[src/rtl/branch_resolve_unit_pkg.sv]
// Purpose     : shared constants and helpers for the branch resolve unit and its BHT.
// Latency     : n/a (package only).
// Backpressure: n/a (package only).
//
// Contents: bru_op one-hot bit positions, the conditional-op mask, the BHT
// counter reset value, and the 2-bit saturating counter step function.
package branch_resolve_unit_pkg;

  // Width of the one-hot bru_op vector.
  localparam int BRU_OP_W = 8;

  // Bit positions inside bru_op = {jal,jalr,beq,bne,blt,bge,bltu,bgeu}.
  localparam int OP_JAL  = 7;
  localparam int OP_JALR = 6;
  localparam int OP_BEQ  = 5;
  localparam int OP_BNE  = 4;
  localparam int OP_BLT  = 3;
  localparam int OP_BGE  = 2;
  localparam int OP_BLTU = 1;
  localparam int OP_BGEU = 0;

  // Ops that train the BHT. Unconditional jumps are excluded on purpose:
  // they are always taken and would only pollute the counters.
  localparam logic [BRU_OP_W-1:0] COND_OP_MASK = 8'b0011_1111;

  // Every BHT counter comes out of reset weakly not-taken.
  localparam logic [1:0] BHT_CNT_RST = 2'b01;

  // One training step of a 2-bit saturating counter.
  function automatic logic [1:0] bht_cnt_next(input logic [1:0] cnt, input logic taken);
    logic [1:0] nxt;
    nxt = cnt;
    if (taken) begin
      if (cnt != 2'b11) nxt = cnt + 2'b01;
    end else begin
      if (cnt != 2'b00) nxt = cnt - 2'b01;
    end
    return nxt;
  endfunction

endpackage

[src/rtl/branch_resolve_unit_bht_2bit.sv]
// Purpose     : branch history table of 2-bit saturating counters.
// Latency     : read is combinational; write takes effect at the next clk edge.
// Backpressure: none; a write is applied whenever wr_en is high.
//
// Ports:
//   clk, rst           clock and synchronous active-high reset (all counters -> 01)
//   rd_idx / rd_taken  read port: MSB of the addressed counter
//   wr_en / wr_idx /   write port: train the addressed counter with the
//   wr_taken           resolved outcome
// A read of the index being written in the same cycle returns the old value,
// since the array is only updated at the edge.
module bht_2bit
  import branch_resolve_unit_pkg::*;
#(
  parameter int BHT_IDX_W = 6
) (
  input  logic                 clk,
  input  logic                 rst,
  input  logic [BHT_IDX_W-1:0] rd_idx,
  output logic                 rd_taken,
  input  logic                 wr_en,
  input  logic [BHT_IDX_W-1:0] wr_idx,
  input  logic                 wr_taken
);

  localparam int DEPTH = 1 << BHT_IDX_W;

  logic [1:0] cnt_q [DEPTH];

  always_ff @(posedge clk) begin
    if (rst) begin
      for (int i = 0; i < DEPTH; i++) begin
        cnt_q[i] <= BHT_CNT_RST;
      end
    end else if (wr_en) begin
      cnt_q[wr_idx] <= bht_cnt_next(cnt_q[wr_idx], wr_taken);
    end
  end

  // Prediction is just the counter MSB (10/11 -> taken).
  assign rd_taken = cnt_q[rd_idx][1];

endmodule

[src/rtl/branch_resolve_unit.sv]
// Purpose     : resolves branch/jump ops, flags mispredicts and trains a 2-bit BHT.
// Latency     : 1 cycle from an accepted op to out_valid/redirect/redirect_addr/link_result.
// Backpressure: stall freezes the output register and drops the input; flush kills it.
//
// Ports:
//   clk, rst                 clock, synchronous active-high reset (dominates all)
//   in_valid, stall, flush   op handshake / pipeline control
//   pc, bru_op, rdata1,      op PC, one-hot {jal,jalr,beq,bne,blt,bge,bltu,bgeu},
//   rdata2, imm              operands, sign-extended immediate
//   pred_taken, pred_addr    fetch-side prediction for this op
//   lookup_pc, lookup_taken  fetch-side BHT query (combinational)
//   out_valid, redirect,     registered result: valid, mispredict,
//   redirect_addr,           correct next PC,
//   link_result              pc+4 for the rd write
// Optional feature macro BRU_PERF_CNT_EN adds perf_br_cnt / perf_mis_cnt
// (64-bit counts of accepted ops and accepted mispredicts).
module branch_resolve_unit
  import branch_resolve_unit_pkg::*;
#(
  parameter int XLEN      = 64,
  parameter int BHT_IDX_W = 6
) (
  input  logic                clk,
  input  logic                rst,
  input  logic                in_valid,
  input  logic                stall,
  input  logic                flush,
  input  logic [XLEN-1:0]     pc,
  input  logic [BRU_OP_W-1:0] bru_op,
  input  logic [XLEN-1:0]     rdata1,
  input  logic [XLEN-1:0]     rdata2,
  input  logic [XLEN-1:0]     imm,
  input  logic                pred_taken,
  input  logic [XLEN-1:0]     pred_addr,
  input  logic [XLEN-1:0]     lookup_pc,
  output logic                lookup_taken,
  output logic                out_valid,
  output logic                redirect,
  output logic [XLEN-1:0]     redirect_addr,
`ifdef BRU_PERF_CNT_EN
  output logic [63:0]         perf_br_cnt,
  output logic [63:0]         perf_mis_cnt,
`endif
  output logic [XLEN-1:0]     link_result
);

  // ---------------------------------------------------------------------------
  // Condition evaluation
  // ---------------------------------------------------------------------------
  logic cmp_eq;
  logic cmp_lt_s;
  logic cmp_lt_u;
  logic taken;
  logic is_cond;

  assign cmp_eq   = (rdata1 == rdata2);
  assign cmp_lt_s = ($signed(rdata1) < $signed(rdata2));
  assign cmp_lt_u = (rdata1 < rdata2);

  // An all-zero bru_op matches no term and therefore resolves not-taken.
  assign taken = bru_op[OP_JAL]
               | bru_op[OP_JALR]
               | (bru_op[OP_BEQ]  &  cmp_eq)
               | (bru_op[OP_BNE]  & ~cmp_eq)
               | (bru_op[OP_BLT]  &  cmp_lt_s)
               | (bru_op[OP_BGE]  & ~cmp_lt_s)
               | (bru_op[OP_BLTU] &  cmp_lt_u)
               | (bru_op[OP_BGEU] & ~cmp_lt_u);

  assign is_cond = |(bru_op & COND_OP_MASK);

  // ---------------------------------------------------------------------------
  // Target / fall-through and mispredict detection
  // ---------------------------------------------------------------------------
  logic [XLEN-1:0] pc_rel_sum;
  logic [XLEN-1:0] jalr_sum;
  logic [XLEN-1:0] target;
  logic [XLEN-1:0] pc_plus4;
  logic [XLEN-1:0] next_pc;
  logic            mispredict;

  assign pc_rel_sum = pc + imm;
  assign jalr_sum   = rdata1 + imm;
  // jalr targets always have bit 0 forced low.
  assign target     = bru_op[OP_JALR] ? {jalr_sum[XLEN-1:1], 1'b0} : pc_rel_sum;
  assign pc_plus4   = pc + XLEN'(4);
  assign next_pc    = taken ? target : pc_plus4;

  // A wrong target only matters when the op really is taken; a not-taken op
  // that was predicted not-taken never needs a refetch.
  assign mispredict = (taken != pred_taken) | (taken & (target != pred_addr));

  // ---------------------------------------------------------------------------
  // Acceptance: flush kills the op, stall drops it.
  // ---------------------------------------------------------------------------
  logic accept;

  assign accept = in_valid & ~stall & ~flush;

  // ---------------------------------------------------------------------------
  // BHT: trained by accepted conditional ops only, at the accepting edge.
  // ---------------------------------------------------------------------------
  bht_2bit #(
    .BHT_IDX_W (BHT_IDX_W)
  ) u_bht (
    .clk      (clk),
    .rst      (rst),
    .rd_idx   (lookup_pc[BHT_IDX_W+1:2]),
    .rd_taken (lookup_taken),
    .wr_en    (accept & is_cond),
    .wr_idx   (pc[BHT_IDX_W+1:2]),
    .wr_taken (taken)
  );

  // ---------------------------------------------------------------------------
  // Output register
  // ---------------------------------------------------------------------------
  // flush only clears the valid/redirect qualifiers; the data fields keep their
  // last value since nothing downstream looks at them without out_valid.
  always_ff @(posedge clk) begin
    if (rst) begin
      out_valid     <= 1'b0;
      redirect      <= 1'b0;
      redirect_addr <= '0;
      link_result   <= '0;
    end else if (flush) begin
      out_valid     <= 1'b0;
      redirect      <= 1'b0;
    end else if (!stall) begin
      out_valid     <= in_valid;
      redirect      <= in_valid & mispredict;
      if (in_valid) begin
        redirect_addr <= next_pc;
        link_result   <= pc_plus4;
      end
    end
  end

`ifdef BRU_PERF_CNT_EN
  // ---------------------------------------------------------------------------
  // Performance counters: free-running, wrap naturally at 2^64.
  // ---------------------------------------------------------------------------
  always_ff @(posedge clk) begin
    if (rst) begin
      perf_br_cnt  <= '0;
      perf_mis_cnt <= '0;
    end else if (accept) begin
      perf_br_cnt <= perf_br_cnt + 64'd1;
      if (mispredict) begin
        perf_mis_cnt <= perf_mis_cnt + 64'd1;
      end
    end
  end
`endif

endmodule

[config.mk]
export PLATFORM = sky130hd
export DESIGN_NAME = branch_resolve_unit
export DESIGN_NICKNAME = d
export VERILOG_FILES = /design/src/rtl/branch_resolve_unit_pkg.sv /design/src/rtl/branch_resolve_unit_bht_2bit.sv /design/src/rtl/branch_resolve_unit.sv
export SDC_FILE = /design/constraint.sdc
export NUM_CORES = 1
export LEC_CHECK = 0
export CAP_MARGIN = 20
export CELL_PAD_IN_SITES_DETAIL_PLACEMENT = 1
export CELL_PAD_IN_SITES_GLOBAL_PLACEMENT = 1
export CORE_ASPECT_RATIO = 1.25
export CORE_MARGIN = 2
export CORE_UTILIZATION = 39
export DETAILED_ROUTE_END_ITERATION = 12
export PLACE_DENSITY = 0.95
export REMOVE_ABC_BUFFERS = 1
export SLEW_MARGIN = 20
export SYNTH_ARGS = -nofsm -noshare
export SYNTH_HDL_FRONTEND = slang
export SYNTH_SLANG_ARGS = --single-unit
[constraint.sdc]
create_clock -name clk -period 5.2 [get_ports clk]
set_input_delay 0.78 -clock clk [delete_from_list [all_inputs] [get_ports clk]]
set_output_delay 0.78 -clock clk [all_outputs]
set_load 0.005 [all_outputs]
==> flow_metrics.env <==
export IMPL_cts_tree="yes"
export IMPL_yosysUniqueCellTypes=96
export IMPL_viasPerCell=6.548
export IMPL_drt_pass1_iter_count=6
export IMPL_cts_post_setup_buffers_inserted=0
export IMPL_rows=103
export IMPL_insertion_delay_ns=0.62
export IMPL_nets=4482
export IMPL_cts_buffers=29
export IMPL_setup_viol=0
export IMPL_max_slew_margin_pct=21.72
export IMPL_syn_avg_cell_area_um2=7.753
export IMPL_vias=31320
export IMPL_fin_setup_tns_ns=0
export IMPL_grt_pass1_wl_um=203600
export IMPL_gp_congestion=1.060
export IMPL_grt_max_degree=144
export IMPL_ys_flop_type="dfxtp_1"
export IMPL_drive_gt1_share_pct=12.64
export IMPL_path_cells="clkdlybuf4s50_1, ha_1, a21oi_1, buf_4, o21ai_0, a221oi_2, nand3_1, a21o_1, buf_4, a211oi_1, o21ai_0, a221oi_1, xnor2_1, nand3_1, o32a_1, nor4_1, a31oi_1"
export IMPL_worst_pin_slew_ns=1.166
export IMPL_irDropWorstVdd_uv=223.7
export IMPL_final_core_util_pct=53.74
export IMPL_cp_max_fo=5
export IMPL_fin_hold_ws_ns=0.4556
export IMPL_routed_wl_um=140100
export IMPL_ys_seq_elements=258
export IMPL_wire_per_inst_um=29.28
export IMPL_status="finished, final reports clean"
export IMPL_core_um2=63410
export IMPL_yosysWarnings=0
export IMPL_start_kind="input pin"
export IMPL_cts_sinks=258
export IMPL_pin_count=529
export IMPL_min_path_type="reg -> reg"
export IMPL_htree_levels=1
export IMPL_critPathMaxStageDelay_ns=0.66
export IMPL_synth_async_reset_ratio_pct=0
export IMPL_synth_edf_count=128
export IMPL_min_period_over_period_pct=99.42
export IMPL_placed_cells=4701
export IMPL_fin_skew_ns=0.05310
export IMPL_drc=0
export IMPL_cp_end_kind="flop"
export IMPL_final_common_cell="clkdlybuf4s50_1"
export IMPL_initialDrtViolationCount=3736
export IMPL_finalHoldViolCount=0
export IMPL_slew_violations=0
export IMPL_hpwl_um=108200
export IMPL_path_class="in -> reg"
export IMPL_worstPathRequired_ns=5.64
export IMPL_yosysSeqAreaShare_pct=25.69
export IMPL_port_buffers=470
export IMPL_antenna_found_initial=35
export IMPL_fillCellCount=7655
export IMPL_timing_fmax_ghz=0.1934
export IMPL_final_cells=4783
export IMPL_root_buffer="clkbuf_16"
export IMPL_track_usage_pct=40.35
export IMPL_period_needed_ns=5.170
export IMPL_dieArea_um2=66390
export IMPL_p_leak_nw=12.96
export IMPL_maxCapViolations=0
export IMPL_worstPathArrival_ns=5.61
export IMPL_final_cell_mix="clkdlybuf4s50_1, nand2_1, buf_4"
export IMPL_cp_slowest_cell="a221oi_2"
export IMPL_grt_pass1_vias=32920
export IMPL_powerDensity_nw_per_um2=237.2
export IMPL_clock_path_buffers=3
export IMPL_route_antenna_remaining_nets=0
export IMPL_synth_cells=3236
export IMPL_grt_overflow=0
export IMPL_netlist_area_um2=25090
export IMPL_initial_core_util_pct=39.57
export IMPL_dieHeight_um=287.6
export IMPL_die_x_um=230.9
export IMPL_syn_to_final_growth_pct=35.82
export IMPL_path_clk_slew_ns=0.06
==> Yosys cell counts (all sizes together), types with 7 or more instances <==
cell / number / area (um2)
nand2b: 77 / 481.7
o21a: 33 / 247.7
nand2: 407 / 1528
and4: 14 / 122.6
a211o: 7 / 61.31
nor4: 24 / 162.7
o21ai: 151 / 755.7
a221oi: 13 / 120.1
a21oi: 281 / 1406
xor2: 115 / 1007
a31oi: 21 / 131.4
mux4: 21 / 473.0
nand4: 98 / 613.1
a211oi: 101 / 773.3
nor3: 62 / 310.3
nand3: 146 / 735.7
buf: 45 / 209.0
a311oi: 8 / 70.07
dfxtp: 130 / 2603
nor2b: 21 / 131.4
edfxtp: 128 / 3844
a2111oi: 10 / 113.9
or2: 7 / 43.79
o21bai: 17 / 127.6
o2111ai: 8 / 70.07
a22oi: 65 / 488.0
nor2: 335 / 1257
mux2i: 41 / 410.4
or4: 10 / 78.82
xnor2: 124 / 1086
a21boi: 7 / 52.55
or3: 15 / 93.84
mux2: 8 / 90.09
o31a: 8 / 71.32
a21o: 46 / 345.3
o211ai: 44 / 335.3
nor3b: 15 / 122.6
and3: 22 / 142.6
o31ai: 11 / 82.58
inv: 93 / 349.1
ha: 190 / 2377
clkbuf: 163 / 613.1
==> power by group <==
group	total [mW]	leakage, nW	switching (mW)	internal, mW
clock	2.28	0.484	0.998	1.28
sequential	2.25	2.18	0.0542	2.20
combinational	3.55	10.3	2.07	1.47
total	8.08	13.0	3.12	4.96
==> area by class of cell <==
class,count,area (um2),area share [%]
multi-input cells,2675,17590,51.62
repair buffers,833,7546,22.14
flip-flops and latches,258,6446,18.92
well taps,840,1051,3.084
clock buffers,31,733.2,2.152
inverters,95,356.6,1.046
clock inverters,23,281.5,0.8261
diodes,28,70.07,0.2056
==> cell families (layout without fill, tap and decap cells) <==
group,Yosys count,after routing,synth area share (%)
mux,70,70,3.880
fa+ha+maj,193,193,9.675
compound gates,886,886,23.03
other cells,0,28,0
flops,258,258,25.69
simple gates,1281,1281,24.14
buf+inv,303,982,4.698
xor+xnor,245,245,8.887
==> metrics by stage <==
step	worst slack, ns	cell area, um2	power [mW]
4_1_cts	0.02672	33910	7.894
3_3_place_gp	-0.6457	32890	5.443
2_1_floorplan	-2.858	24270	3.901
3_5_place_dp	-0.8770	32890	5.603
6_report	0.03029	34080	8.082
5_1_grt	-0.04601	34030	8.298
==> sequential cells by signal, indices dropped and copies added (netlist names) <==
| register | flops |
|---|---|
| u_bht.cnt_q | 128 |
| link_result | 64 |
| redirect_addr | 64 |
| out_valid | 1 |
| redirect | 1 |
==> routing by layer <==
metal  GRT usage [%]  vias to the layer above  wire length [um]
met4           34.87                       28             15170
met1           41.64                    14840             45260
li1                -                    13230                 -
met3           11.42                      853             15880
met2           67.43                     2370             63560
met5               0                        -               184
==> timing repair <==
item	CTS	global route
setup endpoints to repair	1	2
hold buffers	0	0
resized for setup	3	19
pin swaps	0	4
==> worst paths after layout <==
kind / startpoint / endpoint / slack, ns / cells past startpoint
max: rdata1[7] / redirect / 0.03 / 17
min: redirect_addr[48] / redirect_addr[48] / 0.46 / 2
max reg2reg: redirect / redirect / 1.66 / 14
min reg2reg: redirect_addr[48] / redirect_addr[48] / 0.46 / 2
==> worst max-delay path: cells and delay by family <==
family                   cells  cell delay (ns)
AO/OA/AOI/OAI                9             2.79
adder cells (fa/ha/maj)      1             0.35
buffers and inverters        3             0.81
AND/OR/NAND/NOR              3             0.61
XOR/XNOR                     1             0.27
No activity file was read; power rests on OpenSTA's default activity.
